==> src/rtl/spi_slave_9952.sv <==
// spi_slave_9952: AD9952-style serial register responder.
// Decodes instruction/data bytes from an SPI master into a buffered register
// file, copies buffers to the active outputs on io_update, and answers reads
// on miso. All serial inputs are oversampled by clk through synchronizers.
module spi_slave_9952 #(
    parameter int SYNC_STAGES = 2
) (
    input  logic        clk,
    input  logic        rst,
    input  logic        sclk,
    input  logic        n_cs,
    input  logic        mosi,
    input  logic        io_update,
    output logic        miso,
    output logic        miso_oe,
    output logic [31:0] cfr1,
    output logic [23:0] cfr2,
    output logic [15:0] asf,
    output logic [7:0]  arr,
    output logic [31:0] ftw0,
    output logic [15:0] pow0,
    output logic        wr_done,
    output logic        upd_done
);

    typedef enum logic [1:0] {
        ST_INSTR   = 2'd0,
        ST_WR_DATA = 2'd1,
        ST_RD_DATA = 2'd2
    } state_t;

    // Register length in bytes; unmapped addresses behave as 1-byte dummies.
    function automatic logic [2:0] reg_len(input logic [4:0] addr);
        case (addr)
            5'h00:   reg_len = 3'd4;
            5'h01:   reg_len = 3'd3;
            5'h02:   reg_len = 3'd2;
            5'h03:   reg_len = 3'd1;
            5'h04:   reg_len = 3'd4;
            5'h05:   reg_len = 3'd2;
            default: reg_len = 3'd1;
        endcase
    endfunction

    logic [SYNC_STAGES-1:0] sclk_sync_r;
    logic [SYNC_STAGES-1:0] n_cs_sync_r;
    logic [SYNC_STAGES-1:0] mosi_sync_r;
    logic [SYNC_STAGES-1:0] upd_sync_r;
    logic                   sclk_d_r;
    logic                   upd_d_r;

    logic sclk_s, n_cs_s, mosi_s, upd_s;
    logic sclk_rise_s, sclk_fall_s, upd_rise_s;

    state_t      state_r, state_n;
    logic [5:0]  bit_cnt_r, bit_cnt_n;
    logic [2:0]  byte_cnt_r, byte_cnt_n;
    logic [4:0]  addr_r, addr_n;
    logic [31:0] shift_r, shift_n;
    logic [31:0] out_shift_r, out_shift_n;
    logic        miso_r, miso_n;
    logic        miso_oe_r, miso_oe_n;
    logic        wr_done_r, wr_done_n;
    logic        upd_done_r;
    logic        commit_s;
    logic        last_bit_s;
    logic [7:0]  instr_byte_s;
    logic [31:0] rd_val_s;

    logic [31:0] buf_cfr1_r, buf_cfr1_n, act_cfr1_r;
    logic [23:0] buf_cfr2_r, buf_cfr2_n, act_cfr2_r;
    logic [15:0] buf_asf_r,  buf_asf_n,  act_asf_r;
    logic [7:0]  buf_arr_r,  buf_arr_n,  act_arr_r;
    logic [31:0] buf_ftw0_r, buf_ftw0_n, act_ftw0_r;
    logic [15:0] buf_pow0_r, buf_pow0_n, act_pow0_r;

    // Synchronizer chains plus one-clk-delayed copies for edge detection.
    always_ff @(posedge clk or posedge rst) begin
        if (rst) begin
            sclk_sync_r <= {SYNC_STAGES{1'b0}};
            n_cs_sync_r <= {SYNC_STAGES{1'b1}};
            mosi_sync_r <= {SYNC_STAGES{1'b0}};
            upd_sync_r  <= {SYNC_STAGES{1'b0}};
            sclk_d_r    <= 1'b0;
            upd_d_r     <= 1'b0;
        end else begin
            sclk_sync_r <= {sclk_sync_r[SYNC_STAGES-2:0], sclk};
            n_cs_sync_r <= {n_cs_sync_r[SYNC_STAGES-2:0], n_cs};
            mosi_sync_r <= {mosi_sync_r[SYNC_STAGES-2:0], mosi};
            upd_sync_r  <= {upd_sync_r[SYNC_STAGES-2:0], io_update};
            sclk_d_r    <= sclk_sync_r[SYNC_STAGES-1];
            upd_d_r     <= upd_sync_r[SYNC_STAGES-1];
        end
    end

    assign sclk_s      = sclk_sync_r[SYNC_STAGES-1];
    assign n_cs_s      = n_cs_sync_r[SYNC_STAGES-1];
    assign mosi_s      = mosi_sync_r[SYNC_STAGES-1];
    assign upd_s       = upd_sync_r[SYNC_STAGES-1];
    // sclk edges only count while the chip is selected.
    assign sclk_rise_s = sclk_s & ~sclk_d_r & ~n_cs_s;
    assign sclk_fall_s = ~sclk_s & sclk_d_r & ~n_cs_s;
    assign upd_rise_s  = upd_s & ~upd_d_r;

    assign instr_byte_s = {shift_r[6:0], mosi_s};
    assign last_bit_s   = (bit_cnt_r == ({byte_cnt_r, 3'b000} - 6'd1));

    // Left-aligned buffer value for the register addressed by the incoming instruction.
    always_comb begin
        case (instr_byte_s[4:0])
            5'h00:   rd_val_s = buf_cfr1_r;
            5'h01:   rd_val_s = {buf_cfr2_r, 8'h00};
            5'h02:   rd_val_s = {buf_asf_r, 16'h0000};
            5'h03:   rd_val_s = {buf_arr_r, 24'h000000};
            5'h04:   rd_val_s = buf_ftw0_r;
            5'h05:   rd_val_s = {buf_pow0_r, 16'h0000};
            default: rd_val_s = 32'h0000_0000;
        endcase
    end

    // Serial protocol FSM: next state, counters, shift registers and miso.
    always_comb begin
        state_n     = state_r;
        bit_cnt_n   = bit_cnt_r;
        byte_cnt_n  = byte_cnt_r;
        addr_n      = addr_r;
        shift_n     = shift_r;
        out_shift_n = out_shift_r;
        miso_n      = miso_r;
        miso_oe_n   = miso_oe_r;
        wr_done_n   = 1'b0;
        commit_s    = 1'b0;
        if (n_cs_s) begin
            // Deselected: abandon any partial instruction or data.
            state_n    = ST_INSTR;
            bit_cnt_n  = 6'd0;
            byte_cnt_n = 3'd0;
            miso_n     = 1'b0;
            miso_oe_n  = 1'b0;
        end else begin
            case (state_r)
                ST_INSTR: begin
                    if (sclk_rise_s) begin
                        shift_n = {shift_r[30:0], mosi_s};
                        if (bit_cnt_r == 6'd7) begin
                            addr_n     = instr_byte_s[4:0];
                            byte_cnt_n = reg_len(instr_byte_s[4:0]);
                            bit_cnt_n  = 6'd0;
                            if (instr_byte_s[7]) begin
                                state_n     = ST_RD_DATA;
                                out_shift_n = rd_val_s;
                            end else begin
                                state_n = ST_WR_DATA;
                            end
                        end else begin
                            bit_cnt_n = bit_cnt_r + 6'd1;
                        end
                    end else begin
                        bit_cnt_n = bit_cnt_r;
                    end
                end
                ST_WR_DATA: begin
                    if (sclk_rise_s) begin
                        shift_n = {shift_r[30:0], mosi_s};
                        if (last_bit_s) begin
                            commit_s  = 1'b1;
                            wr_done_n = (addr_r < 5'd6);
                            state_n   = ST_INSTR;
                            bit_cnt_n = 6'd0;
                        end else begin
                            bit_cnt_n = bit_cnt_r + 6'd1;
                        end
                    end else begin
                        bit_cnt_n = bit_cnt_r;
                    end
                end
                ST_RD_DATA: begin
                    if (sclk_fall_s) begin
                        miso_n      = out_shift_r[31];
                        out_shift_n = {out_shift_r[30:0], 1'b0};
                        miso_oe_n   = 1'b1;
                    end else if (sclk_rise_s) begin
                        if (last_bit_s) begin
                            state_n   = ST_INSTR;
                            bit_cnt_n = 6'd0;
                            miso_n    = 1'b0;
                            miso_oe_n = 1'b0;
                        end else begin
                            bit_cnt_n = bit_cnt_r + 6'd1;
                        end
                    end else begin
                        bit_cnt_n = bit_cnt_r;
                    end
                end
                default: begin
                    state_n   = ST_INSTR;
                    bit_cnt_n = 6'd0;
                end
            endcase
        end
    end

    // Buffer register file update on a committed write; dummy addresses drop the data.
    always_comb begin
        buf_cfr1_n = buf_cfr1_r;
        buf_cfr2_n = buf_cfr2_r;
        buf_asf_n  = buf_asf_r;
        buf_arr_n  = buf_arr_r;
        buf_ftw0_n = buf_ftw0_r;
        buf_pow0_n = buf_pow0_r;
        if (commit_s) begin
            case (addr_r)
                5'h00:   buf_cfr1_n = shift_n;
                5'h01:   buf_cfr2_n = shift_n[23:0];
                5'h02:   buf_asf_n  = shift_n[15:0];
                5'h03:   buf_arr_n  = shift_n[7:0];
                5'h04:   buf_ftw0_n = shift_n;
                5'h05:   buf_pow0_n = shift_n[15:0];
                default: buf_cfr1_n = buf_cfr1_r;
            endcase
        end else begin
            buf_cfr1_n = buf_cfr1_r;
        end
    end

    // FSM state, counters, shifters and registered serial outputs.
    always_ff @(posedge clk or posedge rst) begin
        if (rst) begin
            state_r     <= ST_INSTR;
            bit_cnt_r   <= 6'd0;
            byte_cnt_r  <= 3'd0;
            addr_r      <= 5'd0;
            shift_r     <= 32'd0;
            out_shift_r <= 32'd0;
            miso_r      <= 1'b0;
            miso_oe_r   <= 1'b0;
            wr_done_r   <= 1'b0;
        end else begin
            state_r     <= state_n;
            bit_cnt_r   <= bit_cnt_n;
            byte_cnt_r  <= byte_cnt_n;
            addr_r      <= addr_n;
            shift_r     <= shift_n;
            out_shift_r <= out_shift_n;
            miso_r      <= miso_n;
            miso_oe_r   <= miso_oe_n;
            wr_done_r   <= wr_done_n;
        end
    end

    // Buffer and active registers; a same-clk commit is visible to the transfer.
    always_ff @(posedge clk or posedge rst) begin
        if (rst) begin
            buf_cfr1_r <= 32'd0;
            buf_cfr2_r <= 24'd0;
            buf_asf_r  <= 16'd0;
            buf_arr_r  <= 8'd0;
            buf_ftw0_r <= 32'd0;
            buf_pow0_r <= 16'd0;
            act_cfr1_r <= 32'd0;
            act_cfr2_r <= 24'd0;
            act_asf_r  <= 16'd0;
            act_arr_r  <= 8'd0;
            act_ftw0_r <= 32'd0;
            act_pow0_r <= 16'd0;
            upd_done_r <= 1'b0;
        end else begin
            buf_cfr1_r <= buf_cfr1_n;
            buf_cfr2_r <= buf_cfr2_n;
            buf_asf_r  <= buf_asf_n;
            buf_arr_r  <= buf_arr_n;
            buf_ftw0_r <= buf_ftw0_n;
            buf_pow0_r <= buf_pow0_n;
            upd_done_r <= upd_rise_s;
            if (upd_rise_s) begin
                act_cfr1_r <= buf_cfr1_n;
                act_cfr2_r <= buf_cfr2_n;
                act_asf_r  <= buf_asf_n;
                act_arr_r  <= buf_arr_n;
                act_ftw0_r <= buf_ftw0_n;
                act_pow0_r <= buf_pow0_n;
            end else begin
                act_cfr1_r <= act_cfr1_r;
            end
        end
    end

    assign miso     = miso_r;
    assign miso_oe  = miso_oe_r;
    assign wr_done  = wr_done_r;
    assign upd_done = upd_done_r;
    assign cfr1     = act_cfr1_r;
    assign cfr2     = act_cfr2_r;
    assign asf      = act_asf_r;
    assign arr      = act_arr_r;
    assign ftw0     = act_ftw0_r;
    assign pow0     = act_pow0_r;

endmodule
==> config.mk <==
export PLATFORM = sky130hd
export DESIGN_NAME = spi_slave_9952
export DESIGN_NICKNAME = d
export VERILOG_FILES = /design/src/rtl/spi_slave_9952.sv
export SDC_FILE = /design/constraint.sdc
export NUM_CORES = 1
export LEC_CHECK = 0
export ABC_AREA = 1
export BUFFER_PORTS_ARGS = -buffer_cell sky130_fd_sc_hd__buf_2
export CAP_MARGIN = 20
export CORE_AREA = 2 2 199 181
export CTS_BUF_LIST = sky130_fd_sc_hd__clkbuf_8
export CTS_CLUSTER_SIZE = 24
export DETAILED_ROUTE_END_ITERATION = 16
export DIE_AREA = 0 0 201 183
export PLACE_DENSITY = 0.81
export SYNTH_ARGS = -nofsm -noshare
export SYNTH_HDL_FRONTEND = slang
export SYNTH_SLANG_ARGS = --single-unit
==> constraint.sdc <==
create_clock -name clk -period 9.97 [get_ports clk]
set_input_delay 0.4985 -clock clk [delete_from_list [all_inputs] [get_ports clk]]
set_output_delay 0.4985 -clock clk [all_outputs]
set_load 0.01 [all_outputs]
# After elaboration in Yosys (flattened, before gate mapping)
# Cells that the tools add are included.
dict set report totals {
  reg_bits 350
  in_bits 6
  output_inout_bits 132
  wordCells 137
}
dict set report op_classes {
  add_sub_neg 2
  order_cmp 1
  n_eq_ne 21
  n_mux 57
  bitwise 9
  reduce_logical 19
}
# operator n
set op_table {}
lappend op_table {{$mux W32} 11}
lappend op_table {{$pmux W32 S6} 1}
lappend op_table {{$mux W16} 4}
lappend op_table {{$pmux W32 S2} 1}
lappend op_table {{$mux W24} 2}
lappend op_table {{$mux W6} 6}
lappend op_table {{$eq A5 B2 Y1 const B} 4}
lappend op_table {{$eq A5 B3 Y1 const B} 4}
lappend op_table {{$pmux W6 S3} 1}
lappend op_table {{$mux W1} 16}
lappend op_table {{$mux W8} 2}
lappend op_table {{$mux W2} 7}
lappend op_table {{$mux W3} 4}
lappend op_table {{$eq A5 B1 Y1 const B} 2}
lappend op_table {{$logic_not A5 Y1} 2}
lappend op_table {{$reduce_bool A2 Y1} 5}
lappend op_table {{$ne A3 B3 Y1 const B} 3}
lappend op_table {{$pmux W3 S3} 1}
lappend op_table {{$reduce_and A3 Y1} 3}
lappend op_table {{$ne A2 B2 Y1 const B} 4}
lappend op_table {{$add A6 B1 Y6 const B} 1}
lappend op_table {{$eq A6 B3 Y1 const B} 1}
lappend op_table {{$eq A6 B6 Y1} 1}
lappend op_table {{$pmux W2 S3} 1}
lappend op_table {{other kinds (12)} 22}

# Depth between registers and ports, before layout
dict set report logic_depth {
  word_depth 8
  depth_mapped 15
  depth_no_buf 13
}

# Worst setup path before layout
# No wires, ideal clock.
dict set report synth_path {
  path_type {reg2reg}
  from {reg state_r[0]}
  to {reg act_asf_r[5], in the netlist asf[5]}
  setup_time_ps 117
  t_arrival_ps 1775
  required_time_ps 9853
  slack_ps 8078
  stages_incl_launch_ff 15
  path_buffers 3
  synth_period_minus_slack_ps 1892
  path_cell_list {dfrtp_1 > inv_1 > ha_1 > buf_2 > or2_1 > buf_2 > nand2_4 > buf_8 > nand2_4 > nand3_1 > nand2_1 > nand2_1 > nand2_1 > nand2_1 > nand2_1}
}
dict set report synth_via {
  elab_chain_len 6
  word_cells_on_any_way 9
  cone_classes {eq/ne (1); mux (6); reduce/logical (2)}
}
# element line_no
set synth_rtl {}
lappend synth_rtl {{from (decl)} 55} ;# state_t state_r, state_n;
lappend synth_rtl {{from (signal assigned)} 239} ;# state_r <= state_n;
lappend synth_rtl {{$eq A2 B1 Y1 or $logic_not A2 Y1 (tied branches)} 141} ;# case (state_r)
lappend synth_rtl {{$reduce_or A2 Y1 (no source line)} n/a}
lappend synth_rtl {{$mux W32} n/a}
lappend synth_rtl {{$mux W32} 133} ;# if (n_cs_s) begin
lappend synth_rtl {{$mux W16} 212} ;# case (addr_r)
lappend synth_rtl {{$mux W16 *} 211} ;# if (commit_s) begin
lappend synth_rtl {{net buf_asf_n[5]} 72} ;# logic [15:0] buf_asf_r, buf_asf_n, act_asf_r;
lappend synth_rtl {{to (signal assigned)} 278} ;# act_asf_r <= buf_asf_n;
lappend synth_rtl {{to (decl)} 72}
# Mark *: on every way through the listed nets, which the timed path passes. The rest lies on a longest branch.
# A chain may end at the register's enable or synchronous reset.

# Worst setup path in the final report
dict set report layout_path {
  from {reg state_r[0]}
  to {reg out_shift_r[18]}
}
dict set report layout_via {
  elab_chain_len 3
  word_cells_on_any_way 9
  cone_classes {eq/ne (5); mux (1); reduce/logical (3)}
}
# element line_no
set layout_rtl {}
lappend layout_rtl {{$eq A2 B2 Y1 or $logic_not A2 Y1 (tied branches)} 141}
lappend layout_rtl {{$ne A2 B2 Y1 (no source line) or $reduce_bool A2 Y1 (tied branches)} n/a}
lappend layout_rtl {{$reduce_and A6 Y1 (no source line)} n/a}
lappend layout_rtl {{to (signal assigned)} 244} ;# out_shift_r <= out_shift_n;
lappend layout_rtl {{to (decl)} 60} ;# logic [31:0] out_shift_r, out_shift_n;
# Parallel ways exist; a longest one is shown, timed or not.

==> qor.yml <==
route:
  ant_nets: 0
  wl_per_cell_um: 17.9
  drt_iter0_drc: 1890
  routed_wl_mm: 52.2
  drc: 0
  vias: 15800
  detail_route.first_pass.iterations: 6
  vias_per_cell: 5.42
floorplan:
  die_area_sq_um: 36800
  core_sq_um: 34700
  rows: 65
  io_pins: 138
  die_x_um: 201
  initial_utilization: 0.493
  dieHeight_um: 183
global_route:
  antenna_found_initial: 1
  grt_remaining_overflow: 0
  grt_max_degree: 179
  grt_pass1_vias: 14900
  grt_pass1_wl_mm: 82.2
  grtUsageTotal: 0.283
layout:
  area_delta_synth_final_pct: 12.5
  final_util: 0.555
  seqCellArea_sq_um: 8760
  design_area_sq_um: 19300
  drive_above_1_share: 0.122
  nFillCells: 3220
  multi_input_area_sq_um: 7420
  fin_nets: 2417
timing:
  rsz0062_at_grt: "false"
  slew_violations: 0
  worst_slew_pin_slew_ns: 1.02
  setup_viol: 0
  slew_headroom: 0.319
  clock.fmax_ghz: 0.313
  timing.final.crit_share: 0.320
  skew_ns: 0.0280
  timing.hold.ws_ns: 0.348
  period_minus_slack_ns: 3.19
  tns_ns: 0
  finalHoldViolCount: 0
logic_synthesis:
  synth_fa_ha_area_frac: 0.00439
  synth.avg_cell_area_sq_um: 7.44
  synth_compound_area_frac: 0.0134
  synth_top_family_by_area: "simple AND/OR/NAND/NOR gates"
  async_flop_share: 1.00
  muxShareOfSynthArea: 0.00409
  synth_xor_area_frac: 0.00205
  ys_ff_latch: 350
  ys_top_cells_by_area: "dfrtp_1 (51%), nand2_1 (29%), nand3_1 (6.2%)"
  syn_inst: 2300
  yosysWarnings: 0
  synthSimpleGateAreaFrac: 0.408
  synth_fp_nets: 2312
  synth_edf_count: 0
  syn_area_sq_um: 17100
  synthFlopType: "dfrtp_1"
  synth_cell_types: 42
  synth_seq_area_share: 0.512
  synth.largest_area_cell: "dfrtp_1"
  synth.top_cell.area_share: 0.509
cts:
  htreeDepth: 2
  cts-resized-gates: 0
  clock_sinks: 350
  cts_buffers: 57
  cts_root_buf: "clkbuf_8"
  clock_path_buffers: 3
  tritoncts: "built"
  clk_latency_ns: 0.64
  clk_pin_slew_ns: 0.06
job:
  maxCapViolations: 0
min_path:
  hold_path_startpoint: "upd_sync_r[0]"
  hold_class: "reg2reg"
setup_path:
  cp-startpoint: "state_r[0]"
  cp-end-kind: "register"
  cp.arrival_ns: 3.76
  crit_required_ns: 10.54
  start_kind: "register"
  regToRegStartpoint: "state_r[0]"
  worstSetupPathType: "reg2reg"
  crit_fanout: 49
outcome:
  status: "finished, final reports clean"
power_and_ir_drop:
  p_leak_uw: 0.0112
  ir_drop_uv: 96.6
  p_per_area_nw_per_um2: 182
placed_design:
  portBuffers: 137
  finalWeightedCongestion: 0.946
  dpl-instance-area_sq_um: 17900
  hpwlAfterDp_mm: 33.6
[cell usage after synthesis (11+ instances only)]
master	instances
buf_2	36
inv_2	12
nor2_1	42
buf_6	13
inv_1	81
clkbuf_1	48
nand3_1	213
nand2_1	1332
nand4_1	11
and2_1	32
dfrtp_1	348
o21ai_0	22
nand2_4	11
[metrics by stage]
| stage | cells | worst slack (ns) | total power (uW) |
|---|---|---|---|
| 2_1_floorplan | 2300 | 4.79 | 2000 |
| 3_3_place_gp | 2809 | 6.86 | 2140 |
| 3_5_place_dp | 2809 | 6.80 | 2150 |
| 4_1_cts | 2914 | 6.84 | 3500 |
| 5_1_grt | 2915 | 6.59 | 3640 |
| 6_report | 2917 | 6.78 | 3510 |
[logic make-up after synthesis]
family                     count (synthesis)
AOI/OAI and AO/OA                         40
xor gates and xnor gates                   4
adders and majority gates                  6
buffers and inverters                    207
DFF                                      350
muxes                                      7
and+or+nand+nor                         1686
[per-layer routing]
| metal | track usage | part of all wire | up-vias |
|---|---|---|---|
| met4 | 0.116 | 0.043 | 0 |
| met5 | 0 | 0 | - |
| li1 | - | - | 7339 |
| met3 | 0.0547 | 0.10 | 159 |
| met2 | 0.432 | 0.44 | 872 |
| met1 | 0.398 | 0.42 | 7436 |
[power by group]
| group | switching, uW | internal [uW] |
|---|---|---|
| clock network | 607 | 753 |
| logic | 461 | 153 |
| registers | 43.9 | 1490 |
[critical path, stage by stage (launching register included)]
cell and delay [ns]:
dfrtp_1 0.39, inv_1 0.08, ha_1 0.23, inv_2 0.44
o21ai_1 0.17, nor2_2 0.42, nand2_2 0.70, nor2_4 0.50
nand2_1 0.12, nand2_1 0.08
[flip-flops by register name, summed over array words and instances (netlist names), 24 cells and up]
register and flops:
buf_ftw0_r 32, cfr2 24, shift_r 32, cfr1 32, buf_cfr1_r 32, ftw0 32
out_shift_r 32, buf_cfr2_r 24
[placed cells by master (no fill, tap or decap), types with 6 or more instances in the layout]
master    netlist  layout
nand2_1      1332    1332
dfrtp_1       348     348
nand3_1       213     213
buf_2          36     137
inv_1          81      92
clkbuf_8        0      72
nor2_1         42      39
and2_1         32      32
o21ai_0        22      22
buf_4           6      14
inv_2          12      12
nand4_1        11      11
nand2_4        11      11
nand3_2         9       9
nand3b_1        9       9
clkinv_2        0       9
nand2_2         7       7
a21oi_1         7       7
mux2i_1         7       7
nor2_4          2       6
ha_1            6       6
[final timing paths]
kind	end	slack [ns]	depth (start not counted)
min in group asynchronous	cfr1[26]	0.52	3
min reg2reg	upd_sync_r[1]	0.35	0
max reg2reg	out_shift_r[18]	6.78	9
min	upd_sync_r[1]	0.35	0
max in group asynchronous	buf_cfr1_r[9]	7.38	5
max	out_shift_r[18]	6.78	9
[area by class of cell]
| cell class | count | share of cell area |
|---|---|---|
| flip-flops and latches | 350 | 0.455 |
| multi-input cells | 1743 | 0.385 |
| clock buffers | 72 | 0.0515 |
| repair buffers | 158 | 0.0461 |
| well taps | 469 | 0.0305 |
| inverters | 95 | 0.0188 |
| clock inverters | 28 | 0.0124 |
| diodes | 2 | 0.000260 |
[timing repair]
action / CTS / global route
hold endpoints to repair: 19 / 0
setup buffers: 0 / 0
hold buffers: 5 / 0
No activity file was read; power rests on OpenSTA's default activity.
